--- src/rtl/sdram_pattern_tester_if.sv ---
// sdram_pattern_tester_if: request/ack bus between the pattern tester and an SDRAM controller.
//
// Signals:
//   sdram_req        tester -> ctrl   request strobe, held until ack
//   sdram_ack        ctrl -> tester   request accepted
//   sdram_addr       tester -> ctrl   word address
//   sdram_rh_wl      tester -> ctrl   1 = read, 0 = write
//   sdram_data_w     tester -> ctrl   write data
//   sdram_data_r     ctrl -> tester   read data
//   sdram_data_r_en  ctrl -> tester   read data valid
// Modports: master (tester side), slave (controller side).
interface sdram_pattern_tester_if #(
  parameter int unsigned ADDR_WIDTH = 24,
  parameter int unsigned DATA_WIDTH = 16
);
  logic                  sdram_req;
  logic                  sdram_ack;
  logic [ADDR_WIDTH-1:0] sdram_addr;
  logic                  sdram_rh_wl;
  logic [DATA_WIDTH-1:0] sdram_data_w;
  logic [DATA_WIDTH-1:0] sdram_data_r;
  logic                  sdram_data_r_en;

  modport master (
    output sdram_req, sdram_addr, sdram_rh_wl, sdram_data_w,
    input  sdram_ack, sdram_data_r, sdram_data_r_en
  );

  modport slave (
    input  sdram_req, sdram_addr, sdram_rh_wl, sdram_data_w,
    output sdram_ack, sdram_data_r, sdram_data_r_en
  );
endinterface

--- src/rtl/sdram_pattern_tester.sv ---
// sdram_pattern_tester: writes WORD_COUNT words of a known pattern through an SDRAM
// controller, reads them back and counts mismatches.
//
// Ports:
//   clk             single rising-edge clock
//   reset           synchronous, active-high
//   start           one-cycle pulse, starts a run (ignored while busy)
//   sdram           controller bus (master modport of sdram_pattern_tester_if)
//   busy            run in progress
//   done            last run finished (pass, fail or timeout)
//   pass            last run finished with no mismatch and no timeout
//   timeout         last run aborted on a missing controller response
//   err_cnt         mismatched words, saturating
//   first_err_addr  address of the first mismatch
//   led             status: 55 pass, AA errors, F0 timeout, 01 busy, 00 idle
//
// Build option: define SDRAM_TESTER_LFSR_EN to use a 16-bit Fibonacci LFSR
// (x^16+x^14+x^13+x^11+1, seed ACE1) as the data pattern instead of i ^ 5A5A.
module sdram_pattern_tester #(
  parameter int unsigned ADDR_WIDTH  = 24,
  parameter int unsigned DATA_WIDTH  = 16,
  parameter int unsigned WORD_COUNT  = 256,
  parameter int unsigned START_ADDR  = 0,
  parameter int unsigned ACK_TIMEOUT = 1023
) (
  input  logic                   clk,
  input  logic                   reset,
  input  logic                   start,
  sdram_pattern_tester_if.master sdram,
  output logic                   busy,
  output logic                   done,
  output logic                   pass,
  output logic                   timeout,
  output logic [15:0]            err_cnt,
  output logic [ADDR_WIDTH-1:0]  first_err_addr,
  output logic [7:0]             led
);

  localparam int unsigned WaitW = $clog2(ACK_TIMEOUT + 2);

  typedef enum logic [2:0] {StIdle, StWrite, StRead, StDone, StTmo} state_e;

  state_e                state_q;
  logic [15:0]           idx_q;
  logic [WaitW-1:0]      wait_q;
  logic                  rd_pend_q;  // read acked, data beat still due

  logic [15:0]           pat16;
  logic [DATA_WIDTH-1:0] pattern;
  logic [ADDR_WIDTH-1:0] word_addr;
  logic                  start_go;
  logic                  rd_beat;
  logic                  mismatch;
  logic                  last_word;
  logic                  timed_out;

  assign word_addr = ADDR_WIDTH'(START_ADDR) + ADDR_WIDTH'(idx_q);
  assign start_go  = start && (state_q == StIdle || state_q == StDone || state_q == StTmo);
  assign rd_beat   = (state_q == StRead) && rd_pend_q && sdram.sdram_data_r_en;
  assign mismatch  = rd_beat && (sdram.sdram_data_r != pattern);
  assign last_word = idx_q == 16'(WORD_COUNT - 1);
  assign timed_out = wait_q == WaitW'(ACK_TIMEOUT);
  assign pattern   = DATA_WIDTH'(pat16);

`ifdef SDRAM_TESTER_LFSR_EN
  logic [15:0] lfsr_q;
  logic        wr_ack;

  assign wr_ack = (state_q == StWrite) && sdram.sdram_req && sdram.sdram_ack;
  assign pat16  = lfsr_q;

  // Reseeded as each phase begins so the read phase replays the write sequence.
  always_ff @(posedge clk) begin
    if (reset || start_go || (wr_ack && last_word)) begin
      lfsr_q <= 16'hACE1;
    end else if (wr_ack || rd_beat) begin
      lfsr_q <= {lfsr_q[0] ^ lfsr_q[2] ^ lfsr_q[3] ^ lfsr_q[5], lfsr_q[15:1]};
    end
  end
`else
  assign pat16 = idx_q ^ 16'h5A5A;
`endif

  always_ff @(posedge clk) begin
    if (reset) begin
      state_q            <= StIdle;
      idx_q              <= '0;
      wait_q             <= '0;
      rd_pend_q          <= 1'b0;
      sdram.sdram_req    <= 1'b0;
      sdram.sdram_rh_wl  <= 1'b1;
      sdram.sdram_addr   <= '0;
      sdram.sdram_data_w <= '0;
      busy               <= 1'b0;
      done               <= 1'b0;
      pass               <= 1'b0;
      timeout            <= 1'b0;
      err_cnt            <= '0;
      first_err_addr     <= '0;
      led                <= 8'h00;
    end else begin
      case (state_q)
        StIdle, StDone, StTmo: begin
          if (start_go) begin
            state_q        <= StWrite;
            idx_q          <= '0;
            rd_pend_q      <= 1'b0;
            busy           <= 1'b1;
            done           <= 1'b0;
            pass           <= 1'b0;
            timeout        <= 1'b0;
            err_cnt        <= '0;
            first_err_addr <= '0;
            led            <= 8'h01;
          end
        end

        StWrite: begin
          if (!sdram.sdram_req) begin
            sdram.sdram_req    <= 1'b1;
            sdram.sdram_addr   <= word_addr;
            sdram.sdram_rh_wl  <= 1'b0;
            sdram.sdram_data_w <= pattern;
            wait_q             <= '0;
          end else if (sdram.sdram_ack) begin
            sdram.sdram_req <= 1'b0;
            if (last_word) begin
              state_q <= StRead;
              idx_q   <= '0;
            end else begin
              idx_q <= idx_q + 16'd1;
            end
          end else if (timed_out) begin
            state_q         <= StTmo;
            sdram.sdram_req <= 1'b0;
            busy            <= 1'b0;
            done            <= 1'b1;
            timeout         <= 1'b1;
            led             <= 8'hF0;
          end else begin
            wait_q <= wait_q + 1'b1;
          end
        end

        StRead: begin
          if (rd_pend_q) begin
            if (sdram.sdram_data_r_en) begin
              rd_pend_q <= 1'b0;
              if (mismatch) begin
                if (err_cnt != 16'hFFFF) err_cnt <= err_cnt + 16'd1;
                if (err_cnt == 16'd0) first_err_addr <= sdram.sdram_addr;
              end
              if (last_word) begin
                state_q <= StDone;
                busy    <= 1'b0;
                done    <= 1'b1;
                pass    <= (err_cnt == 16'd0) && !mismatch;
                led     <= ((err_cnt == 16'd0) && !mismatch) ? 8'h55 : 8'hAA;
              end else begin
                idx_q <= idx_q + 16'd1;
              end
            end else if (timed_out) begin
              state_q   <= StTmo;
              rd_pend_q <= 1'b0;
              busy      <= 1'b0;
              done      <= 1'b1;
              timeout   <= 1'b1;
              led       <= 8'hF0;
            end else begin
              wait_q <= wait_q + 1'b1;
            end
          end else if (!sdram.sdram_req) begin
            sdram.sdram_req   <= 1'b1;
            sdram.sdram_addr  <= word_addr;
            sdram.sdram_rh_wl <= 1'b1;
            wait_q            <= '0;
          end else if (sdram.sdram_ack) begin
            sdram.sdram_req <= 1'b0;
            rd_pend_q       <= 1'b1;
            // The data beat gets its own response budget.
            wait_q          <= '0;
          end else if (timed_out) begin
            state_q         <= StTmo;
            sdram.sdram_req <= 1'b0;
            busy            <= 1'b0;
            done            <= 1'b1;
            timeout         <= 1'b1;
            led             <= 8'hF0;
          end else begin
            wait_q <= wait_q + 1'b1;
          end
        end

        default: state_q <= StIdle;
      endcase
    end
  end

endmodule

--- src/flat_wrapper.sv ---
// flat-port wrapper written by rule: the top's interface ports become plain ports
module sdram_pattern_tester_flat 
#(
  parameter int unsigned ADDR_WIDTH  = 24,
  parameter int unsigned DATA_WIDTH  = 16,
  parameter int unsigned WORD_COUNT  = 256,
  parameter int unsigned START_ADDR  = 0,
  parameter int unsigned ACK_TIMEOUT = 1023
)
  (clk, reset, start, busy, done, pass, timeout, err_cnt, first_err_addr, led, sdram_sdram_req, sdram_sdram_addr, sdram_sdram_rh_wl, sdram_sdram_data_w, sdram_sdram_ack, sdram_sdram_data_r, sdram_sdram_data_r_en);
  sdram_pattern_tester_if #(.ADDR_WIDTH(ADDR_WIDTH), .DATA_WIDTH(DATA_WIDTH)) sdram_i ();
  input  logic clk;
  input  logic reset;
  input  logic start;
  output logic busy;
  output logic done;
  output logic pass;
  output logic timeout;
  output logic [15:0] err_cnt;
  output logic [ADDR_WIDTH-1:0] first_err_addr;
  output logic [7:0] led;
  output wire logic [$bits(sdram_i.sdram_req)-1:0] sdram_sdram_req;
  output wire logic [$bits(sdram_i.sdram_addr)-1:0] sdram_sdram_addr;
  output wire logic [$bits(sdram_i.sdram_rh_wl)-1:0] sdram_sdram_rh_wl;
  output wire logic [$bits(sdram_i.sdram_data_w)-1:0] sdram_sdram_data_w;
  input wire logic [$bits(sdram_i.sdram_ack)-1:0] sdram_sdram_ack;
  input wire logic [$bits(sdram_i.sdram_data_r)-1:0] sdram_sdram_data_r;
  input wire logic [$bits(sdram_i.sdram_data_r_en)-1:0] sdram_sdram_data_r_en;
  assign sdram_sdram_req = sdram_i.sdram_req;
  assign sdram_sdram_addr = sdram_i.sdram_addr;
  assign sdram_sdram_rh_wl = sdram_i.sdram_rh_wl;
  assign sdram_sdram_data_w = sdram_i.sdram_data_w;
  assign sdram_i.sdram_ack = sdram_sdram_ack;
  assign sdram_i.sdram_data_r = sdram_sdram_data_r;
  assign sdram_i.sdram_data_r_en = sdram_sdram_data_r_en;
  sdram_pattern_tester #(.ADDR_WIDTH(ADDR_WIDTH), .DATA_WIDTH(DATA_WIDTH), .WORD_COUNT(WORD_COUNT), .START_ADDR(START_ADDR), .ACK_TIMEOUT(ACK_TIMEOUT)) u_core (.clk(clk), .reset(reset), .start(start), .sdram(sdram_i), .busy(busy), .done(done), .pass(pass), .timeout(timeout), .err_cnt(err_cnt), .first_err_addr(first_err_addr), .led(led));
endmodule
--- config.mk ---
export PLATFORM = sky130hd
export DESIGN_NAME = sdram_pattern_tester_flat
export DESIGN_NICKNAME = d
export VERILOG_FILES = /design/src/rtl/sdram_pattern_tester_if.sv /design/src/rtl/sdram_pattern_tester.sv /design/src/flat_wrapper.sv
export SDC_FILE = /design/constraint.sdc
export NUM_CORES = 1
export LEC_CHECK = 0
export ABC_AREA = 1
export BUFFER_PORTS_ARGS = -buffer_cell sky130_fd_sc_hd__buf_2
export CAP_MARGIN = 10
export CORE_AREA = 2 2 112 114
export DETAILED_ROUTE_END_ITERATION = 8
export DIE_AREA = 0 0 114 116
export PLACE_DENSITY = 0.78
export SLEW_MARGIN = 20
export SYNTH_ARGS = -nofsm -noshare
export SYNTH_HDL_FRONTEND = slang
export SYNTH_SLANG_ARGS = --single-unit
--- constraint.sdc ---
create_clock -name clk -period 2.09 [get_ports clk]
set_clock_uncertainty 0.15 [all_clocks]
set_input_delay 0.209 -clock clk [delete_from_list [all_inputs] [get_ports clk]]
set_output_delay 0.209 -clock clk [all_outputs]
set_load 0.01 [all_outputs]
==> results.toml <==
[run_status]
status = "completed"

[timing]
fin_setup_tns_ns = 0
min_period_ns = 2.02
finalSetupViolCount = 0
max_clock_freq_mhz = 494
tightest_slew_ns = 0.551
slew_headroom_pct = 63.3
period_share_pct = 96.9
final_max_slew_viol_count = 0
finalHoldViolCount = 0
rsz0062_at_grt = "true"

[clock_tree]
cts-buffers-inserted = 9
cts_tree = "yes"
htree_levels = 3
clkLatencyLatePin_ns = 0.37
root_buffer = "clkbuf_16"
clkTransAtPathRegs_ns = 0.08
clockBufferDepth = 2
clock-sinks = 109

[drt]
dr.pass1.iters = 6
vias_per_cell = 5.20
drt_iter0_drc = 560
routed_wirelength_um = 16000
vias = 6090
antenna_left = 0
wl_per_cell_um = 13.7
drc = 0

[yosys]
synth-edff-count = 0
async_reset_ff_share_pct = 0
avgSynthCellArea_um2 = 6.64
yosysWarnings = 0
synth_top_cell_by_area = "dfxtp_1"
synth_cells = 878
synth_seq_cells = 109
yosysTopAreaCellShare_pct = 37.4
ys_types = 43
ys_seq_area_share_pct = 37.4
synth_area_um2 = 5830
synth_area_leaders = "dfxtp_1, nand2_1, a21oi_1"
yosys-top-cells-count = "nand2_1, dfxtp_1, inv_1"
synth_most_common_cell = "nand2_1"
synth_flop_cell = "dfxtp_1"

[floorplan]
core_um2 = 11900
die_area_um2 = 13200
chipWidth_um = 114
start_util_pct = 49.0
die_h_um = 116
rows = 40
ios = 115

[cells_and_area]
area_growth_pct = 25.2
final_util_pct = 61.3
fillCellCount = 1093
drive_above_1_share_pct = 25.6
fin_cells = 1171
diodes = 0
nets = 1044

[global_route]
grt-ovfl-total = 0
antenna_found_initial = 0
grt_pass1_vias = 5290
grt_first_pass_wirelength_um = 25000
grt_max_degree = 56
grt_usage_pct = 23.4

[job]
max-cap-violations = 0

[power]
vdd_drop_max_mv = 0.529
p_leak_uw = 0.00339
cellPowerDensity_nw_per_um2 = 1140

[placement]
place_congestion = 0.889
dp_cells = 1147
io_buffers = 98
dp_hpwl_um = 11600

[setup_path]
start_kind = "register"
crit_path_end_kind = "register"
cp_data_required_time_ns = 2.24
cp.arrival_ns = 2.18
worstPathMaxFanout = 8
criticalPathCategory = "reg2reg"

[hold_path]
hold_path_class = "in2reg"
critical path, cell delays in order, from the launching register on:
cell and delay (ns):
dfxtp_1 0.34, inv_1 0.14, nand2_1 0.09, nand2_1 0.05, nor2_1 0.11, nand2_1 0.08, nor2_2 0.12, nand2_1 0.07
nand2_2 0.07, nand2_2 0.06, nor3b_4 0.15, buf_6 0.14, buf_12 0.13, nand2_1 0.05, nand2_1 0.05, nor2_2 0.14
timing repair:
item                                    CTS  global route
hold buffers                              0             0
buffers inserted                          0             5
endpoints found under the setup margin   14            68
gates cloned                              0             3
pin swaps                                 0            12
resized for setup                         5            61
cells in the final DEF, fill, tap and decap left out, drive strengths merged, types with 3 or more instances in the layout:
cell and count:
a21oi 89, a31oi 3, buf 164, clkbuf 11
clkinv 4, conb 16, dfxtp 109, ha 4
inv 102, nand2 238, nand3 39, nand3b 3
nand4 14, nor2 94, nor3 31, nor3b 3
nor4 4, o211ai 5, o21ai 62, xor2 19
worst paths after layout:
check	cells after the start	startpoint	to	slack [ns]
min reg2reg	2	u_core.wait_q[10]	u_core.wait_q[10]	0.30
min	3	sdram_sdram_ack	u_core.rd_pend_q	0.04
max	15	u_core.idx_q[8]	u_core.first_err_addr[1]	0.07
max reg2reg	15	u_core.idx_q[8]	u_core.first_err_addr[1]	0.07
sequential cells by signal, indices dropped and copies added (netlist names), 3 cells and up:
register and cells:
u_core.wait_q 11, u_core.sdram.sdram_data_w 16, u_core.led 8, u_core.idx_q 16, u_core.first_err_addr 16, u_core.state_q 3
u_core.sdram.sdram_addr 16, u_core.err_cnt 16
layer usage:
metal | vias to the layer above | track usage [%] | part of all wire [%]
met5 | - | 0 | 0
met4 | 0 | 7.40 | 1.8
met3 | 26 | 4.97 | 5.3
met2 | 187 | 37.5 | 46
met1 | 2792 | 31.9 | 47
li1 | 3085 | - | -
per-stage QoR:
| step | instance area (um^2) | hold slack [ns] | total power [uW] | setup slack [ns] |
|---|---|---|---|---|
| after floorplan | 5890 | 0.239 | 5010 | 0.101 |
| after global placement | 6750 | 0.290 | 6100 | -0.0331 |
| after detailed placement | 6750 | 0.295 | 6160 | -0.0578 |
| after CTS | 7060 | 0.0243 | 7910 | 0.0000524 |
| after global routing | 7310 | 0.0412 | 8850 | -0.0431 |
| final | 7310 | 0.0366 | 8300 | 0.0651 |
cells by family after synthesis:
group | after synthesis | synth area share, %
adders and majority gates | 4 | 0.858
and+or+nand+nor | 428 | 31.8
AOI/OAI and AO/OA | 165 | 15.1
xor gates and xnor gates | 21 | 3.15
DFF | 109 | 37.4
other | 1 | 0.0643
buffers and inverters | 150 | 11.6
cell type report:
cell class	count	area [um^2]	area share, %
inverter	99	379	5.19
timing repair buffer	166	1090	14.9
sequential	109	2220	30.4
clock buffer	9	225	3.08
clock inverter	7	77.6	1.06
tap	147	184	2.52
multi-input combinational	634	3130	42.9
report_power, final:
part | internal [uW] | switching (uW) | leakage, uW
Clock | 854 | 890 | 0.000150
Combinational | 1490 | 2130 | 0.00234
Sequential | 2590 | 345 | 0.000898
(Power assumes the default switching activity.)
